[config.mk]
export PLATFORM = sky130hd
export DESIGN_NAME = add_m
export DESIGN_NICKNAME = d
export VERILOG_FILES = /design/src/rtl/add_m.sv
export SDC_FILE = /design/constraint.sdc
export NUM_CORES = 1
export LEC_CHECK = 0
export BUFFER_PORTS_ARGS = -buffer_cell sky130_fd_sc_hd__buf_2
export CAP_MARGIN = 20
export CORE_ASPECT_RATIO = 0.5
export CORE_UTILIZATION = 42
export DETAILED_ROUTE_END_ITERATION = 8
export PLACE_DENSITY = 0.77
export SYNTH_ARGS = -nofsm -noshare
export SYNTH_HDL_FRONTEND = slang
export SYNTH_SLANG_ARGS = --single-unit
[constraint.sdc]
create_clock -name clk -period 1.7 [get_ports clk]
set_input_delay 0.085 -clock clk [delete_from_list [all_inputs] [get_ports clk]]
set_output_delay 0.085 -clock clk [all_outputs]
set_load 0.01 [all_outputs]
[src/rtl/add_m.sv]
// Registered packed-SIMD signed adder: LANES independent WIDTH-bit lanes,
// wrap or clamp on overflow, one register stage, any-lane overflow flag.

// One lane: combinational signed add with overflow detect and optional clamp.
module add_m_lane #(
  parameter int WIDTH    = 8,
  parameter int SATURATE = 0
) (
  input  logic [WIDTH-1:0] a,
  input  logic [WIDTH-1:0] b,
  output logic [WIDTH-1:0] res,
  output logic             o
);
  logic [WIDTH-1:0] sum;
  logic [WIDTH-1:0] clamp;

  assign sum = a + b;
  // Same-sign operands producing an opposite-sign sum is the only overflow case.
  assign o   = (a[WIDTH-1] == b[WIDTH-1]) && (sum[WIDTH-1] != a[WIDTH-1]);
  // Negative operands clamp to the most negative value, positive to the most positive.
  assign clamp = a[WIDTH-1] ? {1'b1, {(WIDTH-1){1'b0}}} : {1'b0, {(WIDTH-1){1'b1}}};
  assign res = ((SATURATE != 0) && o) ? clamp : sum;
endmodule

module add_m #(
  parameter int LANES    = 5,
  parameter int WIDTH    = 8,
  parameter int SATURATE = 0
) (
  input  logic                   clk,
  input  logic                   rst,
  input  logic [LANES*WIDTH-1:0] m1,
  input  logic [LANES*WIDTH-1:0] m2,
  output logic [LANES*WIDTH-1:0] m_out,
  output logic                   ovf
);
  logic [LANES-1:0][WIDTH-1:0] a_v, b_v, res_v;
  logic [LANES-1:0]            lane_ovf;

  // Lane i sits at bits [WIDTH*i +: WIDTH]; the packed view matches that order.
  assign a_v = m1;
  assign b_v = m2;

  for (genvar i = 0; i < LANES; i++) begin : g_lane
    add_m_lane #(.WIDTH(WIDTH), .SATURATE(SATURATE)) u_lane (
      .a   (a_v[i]),
      .b   (b_v[i]),
      .res (res_v[i]),
      .o   (lane_ovf[i])
    );
  end

  // Output register; ovf reflects only the operation now on m_out.
  always_ff @(posedge clk) begin
    if (rst) begin
      m_out <= '0;
      ovf   <= 1'b0;
    end else begin
      m_out <= res_v;
      ovf   <= |lane_ovf;
    end
  end
endmodule

==> flow_summary.json, run 1 <==
{
  "ys_seq_elements": 41,
  "yosysMostFrequentCell": "dfxtp_1",
  "die-area_sq_um": 6290,
  "cp-end-kind": "register",
  "fin_crit_sh": 0.927,
  "num-fill-cells": 474,
  "grt_usage": 0.186,
  "yosysTopAreaCellShare": 0.328,
  "synth.largest_area_cell": "dfxtp_1",
  "setup_viol": 0,
  "cp.depth": 9,
  "initial_core_util": 0.446,
  "cts_resized": 0,
  "clockBufferDepth": 2,
  "clk_pin_slew_ns": 0.06,
  "hold_viol_final": 0,
  "yosys.area_share.simple": 0.136,
  "crit_slowest_cell": "ha_1",
  "dr_total_vias": 2374,
  "drtIter0Drc": 87,
  "cts_buffers": 5,
  "startpoint_type": "primary input",
  "post-dp-hpwl_microns": 4910,
  "power_density_nw_per_um2": 881,
  "postCtsHoldBufs": 0,
  "coreArea_sq_um": 5610,
  "finalPower_mw": 3.16,
  "dp.cells": 481,
  "violations": "DRC",
  "grt_max_degree": 31,
  "status": "finished with violations",
  "power_frac_comb": 0.303,
  "p_int_mw": 2.31,
  "switching_share": 0.271,
  "cp_max_fo": 3,
  "viasPerCell": 4.85,
  "crit_chain": "buf_2 -> ha_1 -> a2111oi_4 -> o21ai_2 -> nand3_1 -> o221ai_1 -> nor4_2 -> buf_4 -> a41oi_1",
  "leakage_nw": 1.88,
  "gp_congestion": 0.854,
  "dr.pass1.iters": 6,
  "crit_type": "primary input to register",
  "drv_slew": 0,
  "cts_root_buf": "clkbuf_16",
  "synth_cell_types": 41,
  "h-tree-depth": 2,
  "relSlewSlack": 0.777,
  "die_height_microns": 56.6,
  "post_cts_buffers": 0,
  "clkPwrFrac": 0.347,
  "routed_wl_microns": 5750,
  "p_sw_uw": 856,
  "synth_top_family_by_area": "adder cells",
  "synth-edff-count": 0,
  "areaGrowthSynthToFinish_pct": 43.6,
  "antenna_left": 0,
  "syn_nets": 382,
  "yosys_most_used_dff": "dfxtp_1",
  "pin_count": 123,
  "synth_common_cells": "dfxtp_1 (41), nor2_1 (39), ha_1 (35)",
  "slowest_delay_ns": 0.35,
  "synth_compound_area_frac": 0.184,
  "grt_pass1_wl_microns": 9390,
  "syn_area_sq_um": 2500,
  "p_seq_frac": 0.350,
  "layout.nets": 537,
  "min_to": "m_out[8]",
  "drive_above_1_share": 0.416,
  "layout_min_cycle_time_ns": 1.58,
  "ys_seq_area_frac": 0.328,
  "synth_warnings": 0,
  "cts_num_sinks": 41,
  "grt_overflow": 0,
  "required_ns": 1.85,
  "async_flop_share": 0,
  "antenna_cells": 0,
  "drv_cap": 0,
  "cts_tree": "done",
  "crit_buf_inv": 2,
  "crit_family": "compound AO/OA/AOI/OAI gates",
  "antenna_found_initial": 0,
  "tightest_slew_ns": 0.334,
  "synthMuxAreaShare": 0.0165,
  "ys_top_cells_by_area": "dfxtp_1 (33%), ha_1 (18%), nor2_1 (5.9%), xnor2_1 (5.6%), xor2_1 (4.2%)",
  "avgRoutedWirePerCell_microns": 11.8,
  "max_freq_mhz": 634,
  "syn_area_per_cell_sq_um": 9.62,
  "cp.arrival_ns": 1.73,
  "grt_pass1_vias": 2342,
  "drc": 7,
  "final_cell_count_no_fill": 489,
  "synth-xor-area-share": 0.0980,
  "hold_depth": 3,
  "io_buffers": 122,
  "peakVddDrop_mv": 0.429,
  "netlist_instances": 260,
  "dieWidth_microns": 111,
  "num_rows": 19,
  "synth_fa_ha_area_frac": 0.215,
  "hold_start": "m2[8]",
  "min_path_type": "primary input to register"
}
-- per-stage QoR --
step	utilization	setup WS, ns	hold slack, ns	cell area (sq um)	TNS [ns]
detailed placement	0.607	-0.193	0.409	3410	-0.629
global placement	0.607	-0.196	0.400	3410	-0.418
global route	0.640	-0.0231	0.139	3590	-0.0231
finish	0.640	0.124	0.127	3590	0
floorplan	-	0.0879	0.309	2500	0
CTS	0.639	0.0686	0.128	3580	0
-- routing by layer --
layer,share of wire,GRT usage
met3,0.034,0.0335
met5,0,0
met4,0.013,0.0676
met2,0.56,0.401
met1,0.39,0.176
-- kinds of logic (layout without fill, tap and decap cells) --
group | after synthesis | count (layout)
AO/OA/AOI/OAI | 61 | 61
XOR/XNOR | 28 | 28
adder cells (fa/ha/maj) | 40 | 40
buffers and inverters | 13 | 169
flip-flops | 41 | 41
multiplexers | 4 | 4
AND/OR/NAND/NOR | 73 | 73
-- final cells by class --
| type | instances | area (sq um) | area share |
|---|---|---|---|
| Clock buffer | 6 | 139 | 0.0387 |
| Timing Repair Buffer | 153 | 843 | 0.235 |
| Sequential cell | 41 | 821 | 0.229 |
| Multi-Input combinational cell | 206 | 1630 | 0.454 |
| Clock inverter | 2 | 37.5 | 0.0105 |
| Tap cell | 73 | 91.3 | 0.0254 |
| Inverter | 8 | 30.0 | 0.00836 |
-- power by group through the flow --
stage          combinational, mW  clock (mW)  sequential (mW)
2_1_floorplan              0.491           0             1.19
3_3_place_gp               0.921           0             1.13
3_5_place_dp               0.957           0             1.13
4_1_cts                    0.962        1.12             1.11
5_1_grt                     1.06        1.15             1.12
6_report                   0.957        1.10             1.11
-- state kept, by name (all words and copies together) (netlist names) --
| register | flops |
|---|---|
| m_out | 40 |
| ovf | 1 |
-- cell usage in the layout (no fill, tap or decap), types with 6 or more instances in the layout --
cell type,Yosys,layout
a21o_1,10,10
ha_1,35,35
xnor2_1,16,16
inv_1,8,8
o21ai_1,6,6
nor3_1,7,7
nor2b_1,12,12
xor2_1,12,12
buf_4,0,31
dfxtp_1,41,41
nor2_1,39,39
buf_2,1,122
a21oi_1,17,17
-- worst max-delay path by stage --
| stage | to | start |
|---|---|---|
| 3_3_place_gp | ovf | m1[30] |
| 6_report | ovf | m1[30] |
| 2_1_floorplan | m_out[14] | m1[8] |
| 3_5_place_dp | ovf | m1[30] |
| 5_1_grt | ovf | m1[30] |
| 4_1_cts | ovf | m1[30] |
No activity file was read; power rests on OpenSTA's default activity.
==> run 2, diff against run 1 <==
PLACE_DENSITY = 0.86   (was 0.77)
clock period = 1.29 ns   (was 1.7 ns; I/O delays follow)
==> run 2 against run 1 <==
Compared with the run above:
- the run ends with DRC, setup timing left
- routed wire length up 26%
- setup slack worse by 0.20 ns
- non-clock buffer count rose by 40
- total power increased by 36%
- combinational power grew 70%
- critical path type unchanged
- critical endpoint unchanged
- highest routed layer unchanged
==> flow_summary.json, run 2 (synthesized netlist as in run 1, its figures left out) <==
{
  "dieWidth_microns": 111,
  "avgRoutedWirePerCell_microns": 13.7,
  "largest_register_ffs": 40,
  "dr_total_vias": 2600,
  "cts_tree": "done",
  "antenna_left": 0,
  "cp-end-kind": "register",
  "power_density_nw_per_um2": 1010,
  "clockBufferDepth": 2,
  "rsz0062_at_grt": "true",
  "cts_num_sinks": 41,
  "gp_congestion": 0.799,
  "startpoint_type": "primary input",
  "worst_slack_ns": -0.0796,
  "viasPerCell": 4.91,
  "dr.pass1.iters": 6,
  "initial_core_util": 0.446,
  "setup_viol": 7,
  "crit_type": "primary input to register",
  "tightest_slew_ns": 0.332,
  "layout.nets": 577,
  "cts_root_buf": "clkbuf_16",
  "grt_usage": 0.218,
  "antenna_cells": 0,
  "cts_buffers": 5,
  "finalPower_mw": 4.30,
  "slowest_delay_ns": 0.40,
  "clk_pin_slew_ns": 0.06,
  "post-dp-hpwl_microns": 5400,
  "relSlewSlack": 0.777,
  "h-tree-depth": 2,
  "areaGrowthSynthToFinish_pct": 70.1,
  "drtIter0Drc": 91,
  "die_height_microns": 56.6,
  "violations": "DRC, setup timing",
  "io_buffers": 122,
  "grt_pass1_wl_microns": 10900,
  "crit_chain": "buf_2 -> ha_2 -> a2111oi_4 -> o21ai_2 -> nand3_1 -> o221ai_1 -> nor4_2 -> a41oi_1",
  "worstSetupStartpoint": "m1[29]",
  "routed_wl_microns": 7240,
  "grt_overflow": 0,
  "grt_pass1_vias": 2554,
  "regMostFlops": "m_out",
  "cp.arrival_ns": 1.52,
  "dp_slack_ns": -0.435,
  "status": "finished with violations",
  "drc": 8,
  "max_freq_mhz": 730,
  "final_cell_mix": "buf_2 (104), buf_4 (67), dfxtp_1 (41)",
  "antenna_found_initial": 0,
  "required_ns": 1.44,
  "cp_max_fo": 2,
  "min_path_type": "primary input to register",
  "final_common_cell": "buf_2",
  "coreArea_sq_um": 5610,
  "utilization": 0.758,
  "pin_count": 123,
  "fin_crit_sh": 1.06,
  "num_rows": 19,
  "die-area_sq_um": 6290,
  "peakVddDrop_mv": 0.566,
  "hold_start": "m2[24]",
  "drv_cap": 0,
  "grt_max_degree": 19,
  "leakage_nw": 2.12,
  "top_regs": "m_out x40, ovf x1",
  "crit_slowest_cell": "a2111oi_4",
  "drv_slew": 0,
  "crit_family": "compound AO/OA/AOI/OAI gates",
  "crit_buf_inv": 1,
  "hold_viol_final": 0,
  "layout_min_cycle_time_ns": 1.37,
  "drive_above_1_share": 0.550
}
run 2: metrics by stage:
step           area, sq um  hold slack (ns)  setup TNS [ns]  cells
2_1_floorplan         2660            0.291          -0.877    260
3_5_place_dp          3790            0.410           -4.77    510
6_report              4250           0.0990          -0.245    529
5_1_grt               4250            0.114          -0.866    529
4_1_cts               4110            0.103          -0.251    527
3_3_place_gp          3790            0.400           -4.19    510
run 2: path summary, 6_finish.rpt:
kind | depth (start not counted) | to | slack [ns]
hold / removal | 3 | m_out[24] | 0.1
setup / recovery | 8 | ovf | -0.08
run 2: worst min-delay path, stage by stage:
cell,delay (ns)
buf_6,0.07
ha_4,0.10
nor2b_1,0.10
run 2: routing by layer:
layer  routed length, microns  vias to the layer above  global-route usage
li1                         -                     1293                   -
met1                     2900                     1214               0.233
met2                     3960                       75               0.448
met3                      232                       18              0.0335
met4                      146                        0              0.0598
met5                        0                        -                   0
run 2: repair_timing:
| action | in CTS | in global routing |
|---|---|---|
| buffers inserted | 9 | 5 |
| hold endpoints to repair | 0 | 0 |
| resized for setup | 20 | 27 |
| setup endpoints to repair | 7 | 12 |
| hold buffers | 0 | 0 |
| pin swaps | 35 | 39 |
run 2: area by class of cell:
type | count | area (sq um)
inverter | 8 | 30.0
fill | 385 | 1360
clock inverter | 1 | 7.51
tap | 73 | 91.3
clock buffer | 7 | 133
multi-input combinational | 206 | 1890
timing repair buffer | 193 | 1280
sequential | 41 | 821
run 2: power by group:
| group | switching [mW] | total, mW | internal, mW |
|---|---|---|---|
| sequential | 0.0353 | 1.46 | 1.42 |
| clock | 0.495 | 1.21 | 0.719 |
| combinational | 0.740 | 1.63 | 0.889 |
| total | 1.27 | 4.30 | 3.03 |
